`src/rtl/gtfwizard_raw_multi_init_if.sv`:
```
// Channel-vector bundle between the example top / reset helper and gtfwizard_raw_multi_init.
// master drives the per-channel status inputs; slave is the init controller.
interface gtfwizard_raw_multi_init_if #(
  parameter int P_NUM_CH  = 2,
  parameter int P_RETRY_W = 4
);
  logic [P_NUM_CH-1:0]           tx_init_done_in;
  logic [P_NUM_CH-1:0]           rx_init_done_in;
  logic [P_NUM_CH-1:0]           rx_data_good_in;
  logic [P_NUM_CH-1:0]           retry_clr_in;
  logic [P_NUM_CH-1:0]           reset_all_out;
  logic [P_NUM_CH-1:0]           reset_rx_out;
  logic [P_NUM_CH-1:0]           init_done_out;
  logic [P_NUM_CH-1:0]           fail_out;
  logic                          all_init_done_out;
  logic [P_NUM_CH*P_RETRY_W-1:0] retry_ctr_out;

  modport master (
    output tx_init_done_in, rx_init_done_in, rx_data_good_in, retry_clr_in,
    input  reset_all_out, reset_rx_out, init_done_out, fail_out,
           all_init_done_out, retry_ctr_out
  );

  modport slave (
    input  tx_init_done_in, rx_init_done_in, rx_data_good_in, retry_clr_in,
    output reset_all_out, reset_rx_out, init_done_out, fail_out,
           all_init_done_out, retry_ctr_out
  );
endinterface

```
`src/rtl/gtfwizard_raw_multi_init.sv`:
```
// N-channel GTF bring-up controller: independent TX/RX qualification FSM per channel with bounded retry.
// Define GTF_INIT_LOSS_FILTER_EN to require P_LOSS_FILTER_CYC consecutive bad cycles before a MONITOR retry.
module gtfwizard_raw_multi_init #(
  parameter int P_NUM_CH          = 2,
  parameter int P_TX_TIMER_CYC    = 6000000,
  parameter int P_RX_TIMER_CYC    = 26000000,
  parameter int P_RST_PULSE_CYC   = 8,
  parameter int P_RETRY_W         = 4,
  parameter int P_MAX_RETRY       = 0,
  parameter int P_LOSS_FILTER_CYC = 4
) (
  input  logic                     clk_freerun_in,
  input  logic                     reset_all_n_in,
  gtfwizard_raw_multi_init_if.slave bus
);

  localparam int TMR_CYC = (P_TX_TIMER_CYC > P_RX_TIMER_CYC) ? P_TX_TIMER_CYC : P_RX_TIMER_CYC;
  localparam int TMR_W   = $clog2(TMR_CYC);
  localparam int PLS_W   = $clog2(P_RST_PULSE_CYC + 1);

  localparam logic [TMR_W-1:0]     TMR_TERM  = TMR_W'(TMR_CYC - 1);
  localparam logic [TMR_W-1:0]     TX_LAST   = TMR_W'(P_TX_TIMER_CYC - 1);
  localparam logic [TMR_W-1:0]     RX_LAST   = TMR_W'(P_RX_TIMER_CYC - 1);
  localparam logic [PLS_W-1:0]     PLS_LAST  = PLS_W'(P_RST_PULSE_CYC - 1);
  localparam logic [P_RETRY_W-1:0] RETRY_SAT = {P_RETRY_W{1'b1}};
  localparam logic [P_RETRY_W-1:0] MAX_R     = P_RETRY_W'(P_MAX_RETRY);

  if (P_NUM_CH < 1 || P_NUM_CH > 16 || P_TX_TIMER_CYC < 2 || P_RX_TIMER_CYC < 2 ||
      P_RST_PULSE_CYC < 1 || P_MAX_RETRY < 0 || P_MAX_RETRY > (2**P_RETRY_W) - 1 ||
      P_LOSS_FILTER_CYC < 1) begin : g_bad_param
    $error("gtfwizard_raw_multi_init: parameter out of range");
  end

  typedef enum logic [2:0] {
    ST_START, ST_TX_WAIT, ST_RX_WAIT, ST_MONITOR, ST_RST_PULSE, ST_FAILED
  } state_t;

  function automatic logic [P_RETRY_W-1:0] retry_inc(input logic [P_RETRY_W-1:0] v);
    return (v == RETRY_SAT) ? v : v + 1'b1;
  endfunction

  function automatic logic [TMR_W-1:0] timer_inc(input logic [TMR_W-1:0] v);
    return (v == TMR_TERM) ? v : v + 1'b1;
  endfunction

  // Reset asserts asynchronously but releases two clocks later, clean to clk_freerun_in.
  logic [1:0] rst_sync;
  logic       rst_n;

  // NOTE: state is written with non-blocking assignments so every flop samples pre-edge values.
  always_ff @(posedge clk_freerun_in or negedge reset_all_n_in) begin
    if (!reset_all_n_in) rst_sync <= '0;
    else                 rst_sync <= {rst_sync[0], 1'b1};
  end
  assign rst_n = rst_sync[1];

  logic [P_NUM_CH-1:0] good_meta, good_mid, good_sync;

  always_ff @(posedge clk_freerun_in or negedge rst_n) begin
    if (!rst_n) begin
      good_meta <= '0;
      good_mid  <= '0;
      good_sync <= '0;
    end else begin
      good_meta <= bus.rx_data_good_in;
      good_mid  <= good_meta;
      good_sync <= good_mid;
    end
  end

  logic [P_NUM_CH-1:0] done;

  for (genvar ch = 0; ch < P_NUM_CH; ch++) begin : g_ch
    state_t                 state;
    logic [TMR_W-1:0]       timer;
    logic [P_RETRY_W-1:0]   retry;
    logic [PLS_W-1:0]       pulse;
    logic                   rst_all, rst_rx, up, fail;
    logic                   loss, trip, at_limit;

    assign loss = !(bus.rx_init_done_in[ch] && good_sync[ch]);

`ifdef GTF_INIT_LOSS_FILTER_EN
    localparam int               LOSS_W    = $clog2(P_LOSS_FILTER_CYC + 1);
    localparam logic [LOSS_W-1:0] LOSS_LAST = LOSS_W'(P_LOSS_FILTER_CYC - 1);
    logic [LOSS_W-1:0] loss_cnt;

    assign trip = loss && (loss_cnt == LOSS_LAST);

    // Persistence counter only runs inside MONITOR; any good cycle restarts it.
    always_ff @(posedge clk_freerun_in or negedge rst_n) begin
      if (!rst_n)                                    loss_cnt <= '0;
      else if (state == ST_MONITOR && loss && !trip) loss_cnt <= loss_cnt + 1'b1;
      else                                           loss_cnt <= '0;
    end
`else
    assign trip = loss;
`endif

    if (P_MAX_RETRY == 0) begin : g_unlimited
      assign at_limit = 1'b0;
    end else begin : g_limited
      assign at_limit = (retry >= MAX_R);
    end

    always_ff @(posedge clk_freerun_in or negedge rst_n) begin
      if (!rst_n) begin
        state   <= ST_START;
        timer   <= '0;
        retry   <= '0;
        pulse   <= '0;
        rst_all <= 1'b0;
        rst_rx  <= 1'b0;
        up      <= 1'b0;
        fail    <= 1'b0;
      end else begin
        unique case (state)
          ST_START: begin
            timer <= '0;
            state <= ST_TX_WAIT;
          end
          ST_TX_WAIT: begin
            if (bus.tx_init_done_in[ch]) begin
              timer <= '0;
              state <= ST_RX_WAIT;
            end else if (timer == TX_LAST) begin
              rst_all <= 1'b1;
              retry   <= retry_inc(retry);
              pulse   <= '0;
              state   <= ST_RST_PULSE;
            end else begin
              timer <= timer_inc(timer);
            end
          end
          ST_RX_WAIT: begin
            if (timer == RX_LAST) begin
              if (!loss) begin
                up    <= 1'b1;
                state <= ST_MONITOR;
              end else begin
                rst_rx <= 1'b1;
                retry  <= retry_inc(retry);
                pulse  <= '0;
                state  <= ST_RST_PULSE;
              end
            end else begin
              timer <= timer_inc(timer);
            end
          end
          ST_MONITOR: begin
            if (trip) begin
              up     <= 1'b0;
              rst_rx <= 1'b1;
              retry  <= retry_inc(retry);
              pulse  <= '0;
              state  <= ST_RST_PULSE;
            end
          end
          ST_RST_PULSE: begin
            if (pulse == PLS_LAST) begin
              rst_all <= 1'b0;
              rst_rx  <= 1'b0;
              if (at_limit) begin
                fail  <= 1'b1;
                state <= ST_FAILED;
              end else begin
                state <= ST_START;
              end
            end else begin
              pulse <= pulse + 1'b1;
            end
          end
          ST_FAILED: begin
            if (bus.retry_clr_in[ch]) begin
              fail  <= 1'b0;
              state <= ST_START;
            end
          end
          default: state <= ST_START;
        endcase
        // NOTE: the later non-blocking write wins, so a clear overrides any increment above.
        if (bus.retry_clr_in[ch]) retry <= '0;
      end
    end

    assign done[ch]                                    = up;
    assign bus.reset_all_out[ch]                       = rst_all;
    assign bus.reset_rx_out[ch]                        = rst_rx;
    assign bus.fail_out[ch]                            = fail;
    assign bus.retry_ctr_out[ch*P_RETRY_W +: P_RETRY_W] = retry;
  end

  logic all_done;

  always_ff @(posedge clk_freerun_in or negedge rst_n) begin
    if (!rst_n) all_done <= 1'b0;
    else        all_done <= &done;
  end

  assign bus.init_done_out     = done;
  assign bus.all_init_done_out = all_done;

endmodule

```
`src/flat_wrapper.sv`:
```
// flat-port wrapper written by rule: the top's interface ports become plain ports
module gtfwizard_raw_multi_init_flat 
#(
  parameter int P_NUM_CH          = 2,
  parameter int P_TX_TIMER_CYC    = 6000000,
  parameter int P_RX_TIMER_CYC    = 26000000,
  parameter int P_RST_PULSE_CYC   = 8,
  parameter int P_RETRY_W         = 4,
  parameter int P_MAX_RETRY       = 0,
  parameter int P_LOSS_FILTER_CYC = 4
)
  (clk_freerun_in, reset_all_n_in, bus_tx_init_done_in, bus_rx_init_done_in, bus_rx_data_good_in, bus_retry_clr_in, bus_reset_all_out, bus_reset_rx_out, bus_init_done_out, bus_fail_out, bus_all_init_done_out, bus_retry_ctr_out);
  gtfwizard_raw_multi_init_if #(.P_NUM_CH(P_NUM_CH), .P_RETRY_W(P_RETRY_W)) bus_i ();
  input  logic clk_freerun_in;
  input  logic reset_all_n_in;
  input wire logic [$bits(bus_i.tx_init_done_in)-1:0] bus_tx_init_done_in;
  input wire logic [$bits(bus_i.rx_init_done_in)-1:0] bus_rx_init_done_in;
  input wire logic [$bits(bus_i.rx_data_good_in)-1:0] bus_rx_data_good_in;
  input wire logic [$bits(bus_i.retry_clr_in)-1:0] bus_retry_clr_in;
  output wire logic [$bits(bus_i.reset_all_out)-1:0] bus_reset_all_out;
  output wire logic [$bits(bus_i.reset_rx_out)-1:0] bus_reset_rx_out;
  output wire logic [$bits(bus_i.init_done_out)-1:0] bus_init_done_out;
  output wire logic [$bits(bus_i.fail_out)-1:0] bus_fail_out;
  output wire logic [$bits(bus_i.all_init_done_out)-1:0] bus_all_init_done_out;
  output wire logic [$bits(bus_i.retry_ctr_out)-1:0] bus_retry_ctr_out;
  assign bus_i.tx_init_done_in = bus_tx_init_done_in;
  assign bus_i.rx_init_done_in = bus_rx_init_done_in;
  assign bus_i.rx_data_good_in = bus_rx_data_good_in;
  assign bus_i.retry_clr_in = bus_retry_clr_in;
  assign bus_reset_all_out = bus_i.reset_all_out;
  assign bus_reset_rx_out = bus_i.reset_rx_out;
  assign bus_init_done_out = bus_i.init_done_out;
  assign bus_fail_out = bus_i.fail_out;
  assign bus_all_init_done_out = bus_i.all_init_done_out;
  assign bus_retry_ctr_out = bus_i.retry_ctr_out;
  gtfwizard_raw_multi_init #(.P_NUM_CH(P_NUM_CH), .P_TX_TIMER_CYC(P_TX_TIMER_CYC), .P_RX_TIMER_CYC(P_RX_TIMER_CYC), .P_RST_PULSE_CYC(P_RST_PULSE_CYC), .P_RETRY_W(P_RETRY_W), .P_MAX_RETRY(P_MAX_RETRY), .P_LOSS_FILTER_CYC(P_LOSS_FILTER_CYC)) u_core (.clk_freerun_in(clk_freerun_in), .reset_all_n_in(reset_all_n_in), .bus(bus_i));
endmodule
```
`config.mk`:
```
export PLATFORM = sky130hd
export DESIGN_NAME = gtfwizard_raw_multi_init_flat
export DESIGN_NICKNAME = d
export VERILOG_FILES = /design/src/rtl/gtfwizard_raw_multi_init_if.sv /design/src/rtl/gtfwizard_raw_multi_init.sv /design/src/flat_wrapper.sv
export SDC_FILE = /design/constraint.sdc
export NUM_CORES = 1
export LEC_CHECK = 0
export CORE_ASPECT_RATIO = 1.25
export CORE_MARGIN = 1.5
export CORE_UTILIZATION = 35
export DETAILED_ROUTE_END_ITERATION = 8
export PLACE_DENSITY = 0.52
export SLEW_MARGIN = 15
export SYNTH_ARGS = -nofsm -noshare
export SYNTH_HDL_FRONTEND = slang
export SYNTH_SLANG_ARGS = --single-unit
export TNS_END_PERCENT = 10
```
`constraint.sdc`:
```
create_clock -name clk_freerun_in -period 3.1 [get_ports clk_freerun_in]
set_input_delay 0.62 -clock clk_freerun_in [delete_from_list [all_inputs] [get_ports clk_freerun_in]]
set_output_delay 0.62 -clock clk_freerun_in [all_outputs]
set_load 0.01 [all_outputs]
```
==> results.md <==
- Status: complete, no violations
- Final hold violations: 0
- Crit start category: register
- Worst setup margin: 516 ps
- Area delta synth->final: 13.2%
- Leakage dissipation: 0.00217 uW
- CP max stage cell: a311o_1
- Worst Path Required: 3330 ps
- Reg2reg end: u_core.g_ch[0].timer[12]
- Synth Area in Simple Gates: 29.6%
- Crit end category: register
- Share of cells above drive strength 1: 9.02%
- Vias in the first global route: 3871
- Post-route ant nets: 0
- Int Power: 1980 uW
- Post-synthesis sequential area ratio: 44.9%
- WL final: 10800 um
- Setup bufs post-CTS: 0
- Initial antenna violation count: 0
- Mapped cell area: 4850 sq um
- Sequential cell fraction of total power: 45.8%
- Total track usage: 16.3%
- Die area: 14600 sq um
- First-pass GRT wire length: 18700 um
- Cell variety after synth: 66
- Setup Viol. Count Final: 0
- Largest family of logic cells by synthesized area: simple AND/OR/NAND/NOR gates
- Mux contribution to synthesized area: 1.86%
- Hold buffers post-CTS: 0
- H-tree Lvls: 3
- Max Clk Rate: 387 MHz
- R2R cell count: 7
- CP Launch Point: u_core.g_ch[0].timer[12]
- Fraction of registers with async set or reset after synthesis: 100%
- Worst Hold Slack: 348 ps
- Row cnt: 47
- Chip height: 135 um
- Setup crit end: u_core.g_ch[0].timer[12]
- Post-CTS sizing: 0
- Synth Register Bits: 87
- Vias per cell: 5.53
- Main synth FF type: dfrtp_1
- Clock insertion delay at the later pin of the skew report: 350 ps
- Crit path depth: 7
- Setup TNS: 0 ps
- Final min period: 2580 ps
- CTS tree: done
- Final Max Slew Viols: 0
- CP bufs+invs: 1
- Avg Cell Area, Syn: 9.30 sq um
- MaxCap Viol Count: 0
- Fillers: 1346
- Avg WL per Cell: 15.1 um
- Most frequent cells in the layout: dfrtp_1, nor2_1, nand3_1
- HP Class: reg2reg
- RSZ-0062 raised after global routing: false
- Commonest non-fill, non-tap cell in the layout: dfrtp_1
- CP peak stage delay: 700 ps
- Clock power frac: 34.9%
- Net switching power: 902 uW
- Top-level I/O count: 27
- Area of the multi-input gates: 2500 sq um
- Nets: 554
- Crit path DAT: 2820 ps
- R2R Path Start: u_core.g_ch[0].timer[12]
- Clk_skew: 5.42 ps
- EDFF count, synth: 0
- Relative slew margins: 44.2%
- Fin crit share: 83.4%
- Port bufs: 24
- Critical Path, Cell by Cell: or4b_1 -> nor4_2 -> buf_4 -> a311o_1 -> or3_1 -> xor2_1 -> nor2_1
- Critical path fanouts, max: 20
- VDD IR max: 0.000400 V
- CTS buffer count: 9
- Place WS: 432 ps
- Least-Margin Pin Slew: 836 ps
- GP Congestion: 0.844
- Root buf cell: clkbuf_16
- Pin count of the biggest net entering global routing: 63
- Sw frac: 31.3%
- Compound-Gate Fraction of Synth Area: 12.7%
- R2R Setup Slk: 520 ps
- YS warnings: 0
- Cell Pwr Density: 524 nW/um^2
- GR Overflow Total: 0
- Vias: 3947
- Initial Util: 36.2%
- Initial DRC count: 224
- Dpl hpwl: 7600 um
- CTS sink count: 87
- DRC viols: 0
- Pre-Repair DR Iteration Count: 4
- Number of diodes: 0
- Combinational power share: 19.2%
- Core box area: 13400 sq um
- Xor/xnor cell area share of the yosys netlist: 5.42%
- Clock transition at the registers of the reported paths: 60 ps
- Largest buffer count on any clock path: 2
- Synth Area in Adders: 1.55%
- Top delay family on crit path: simple AND/OR/NAND/NOR gates
- Sequential Area: 2180 sq um
- Chip width: 108 um
- Gate Count Post-Synth: 522
- CP Class: reg2reg
[stage by stage]
step	cell area (sq um)	power (uW)	cells	utilization, %
2_1_floorplan	4860	1750	523	-
3_3_place_gp	5230	1890	698	39.0
3_5_place_dp	5230	1900	698	39.0
4_1_cts	5490	2930	714	41.0
5_1_grt	5490	3060	714	41.0
6_report	5490	2880	714	41.0
[kinds of logic (layout without fill, tap and decap cells)]
logic type | after synthesis | in the layout
fa+ha+maj | 6 | 6
compound gates | 99 | 99
buf+inv | 37 | 57
flops | 87 | 87
mux | 8 | 8
simple gates | 253 | 253
other cells | 2 | 3
xor+xnor | 30 | 30
[area by class of cell]
class                   count  share of cell area [%]
clock buffers              10                    4.17
clock inverters             6                   0.683
inverters                   9                   0.615
multi-input cells         399                    45.5
flip-flops and latches     87                    39.7
well taps                 171                    3.89
repair buffers             32                    5.47
[sequential cells by signal (all words and copies together), names as in the netlist, 6 cells and up]
signal             flops
u_core.g_ch.retry      8
u_core.g_ch.state      6
u_core.g_ch.timer     50
u_core.g_ch.pulse      8
[Yosys cell counts, types with 6 or more instances]
library cell | n | share of area [%]
dfrtp_1 | 87 | 45
nor2_1 | 62 | 4.8
nand3_1 | 36 | 3.7
nand2_1 | 35 | 2.7
o21ai_0 | 32 | 3.3
a21oi_1 | 28 | 2.9
xnor2_1 | 17 | 3.1
nand4_1 | 16 | 2.1
buf_4 | 13 | 2.0
clkbuf_1 | 13 | 1.0
nor3_1 | 13 | 1.3
xor2_1 | 13 | 2.3
and3_1 | 11 | 1.4
or3_1 | 10 | 1.3
inv_1 | 9 | 0.70
nor3b_1 | 8 | 1.2
and2_1 | 7 | 0.90
o31ai_1 | 7 | 1.1
or4_1 | 7 | 1.1
ha_1 | 6 | 1.5
nor2b_1 | 6 | 0.77
nor4_1 | 6 | 0.77
[worst min path at each step]
| stage | from | to | cells past startpoint |
|---|---|---|---|
| 4_1_cts | u_core.good_meta[0] | u_core.good_mid[0] | 0 |
| 3_5_place_dp | u_core.good_mid[0] | u_core.good_sync[0] | 0 |
| 2_1_floorplan | reset_all_n_in | u_core.rst_sync[0] | 0 |
| 5_1_grt | u_core.good_meta[0] | u_core.good_mid[0] | 0 |
| 6_report | u_core.good_meta[0] | u_core.good_mid[0] | 0 |
| 3_3_place_gp | u_core.good_mid[0] | u_core.good_sync[0] | 0 |
[power by group through the flow]
stage	combinational [uW]	sequential, uW	clock, uW
after CTS	562	1320	1050
after detailed placement	558	1340	0
after global placement	551	1340	0
after global routing	625	1340	1090
final	554	1320	1010
after floorplan	450	1300	0
[metal layers]
layer / GRT usage (%) / share of wire (%) / vias up
met4: 6.36 / 1.9 / 0
met2: 27.1 / 50 / 37
met3: 3.38 / 2.5 / 14
met1: 20.5 / 45 / 1965
met5: 0 / 0 / -
li1: - / - / 1931
Power figures use the tool's default switching activity.
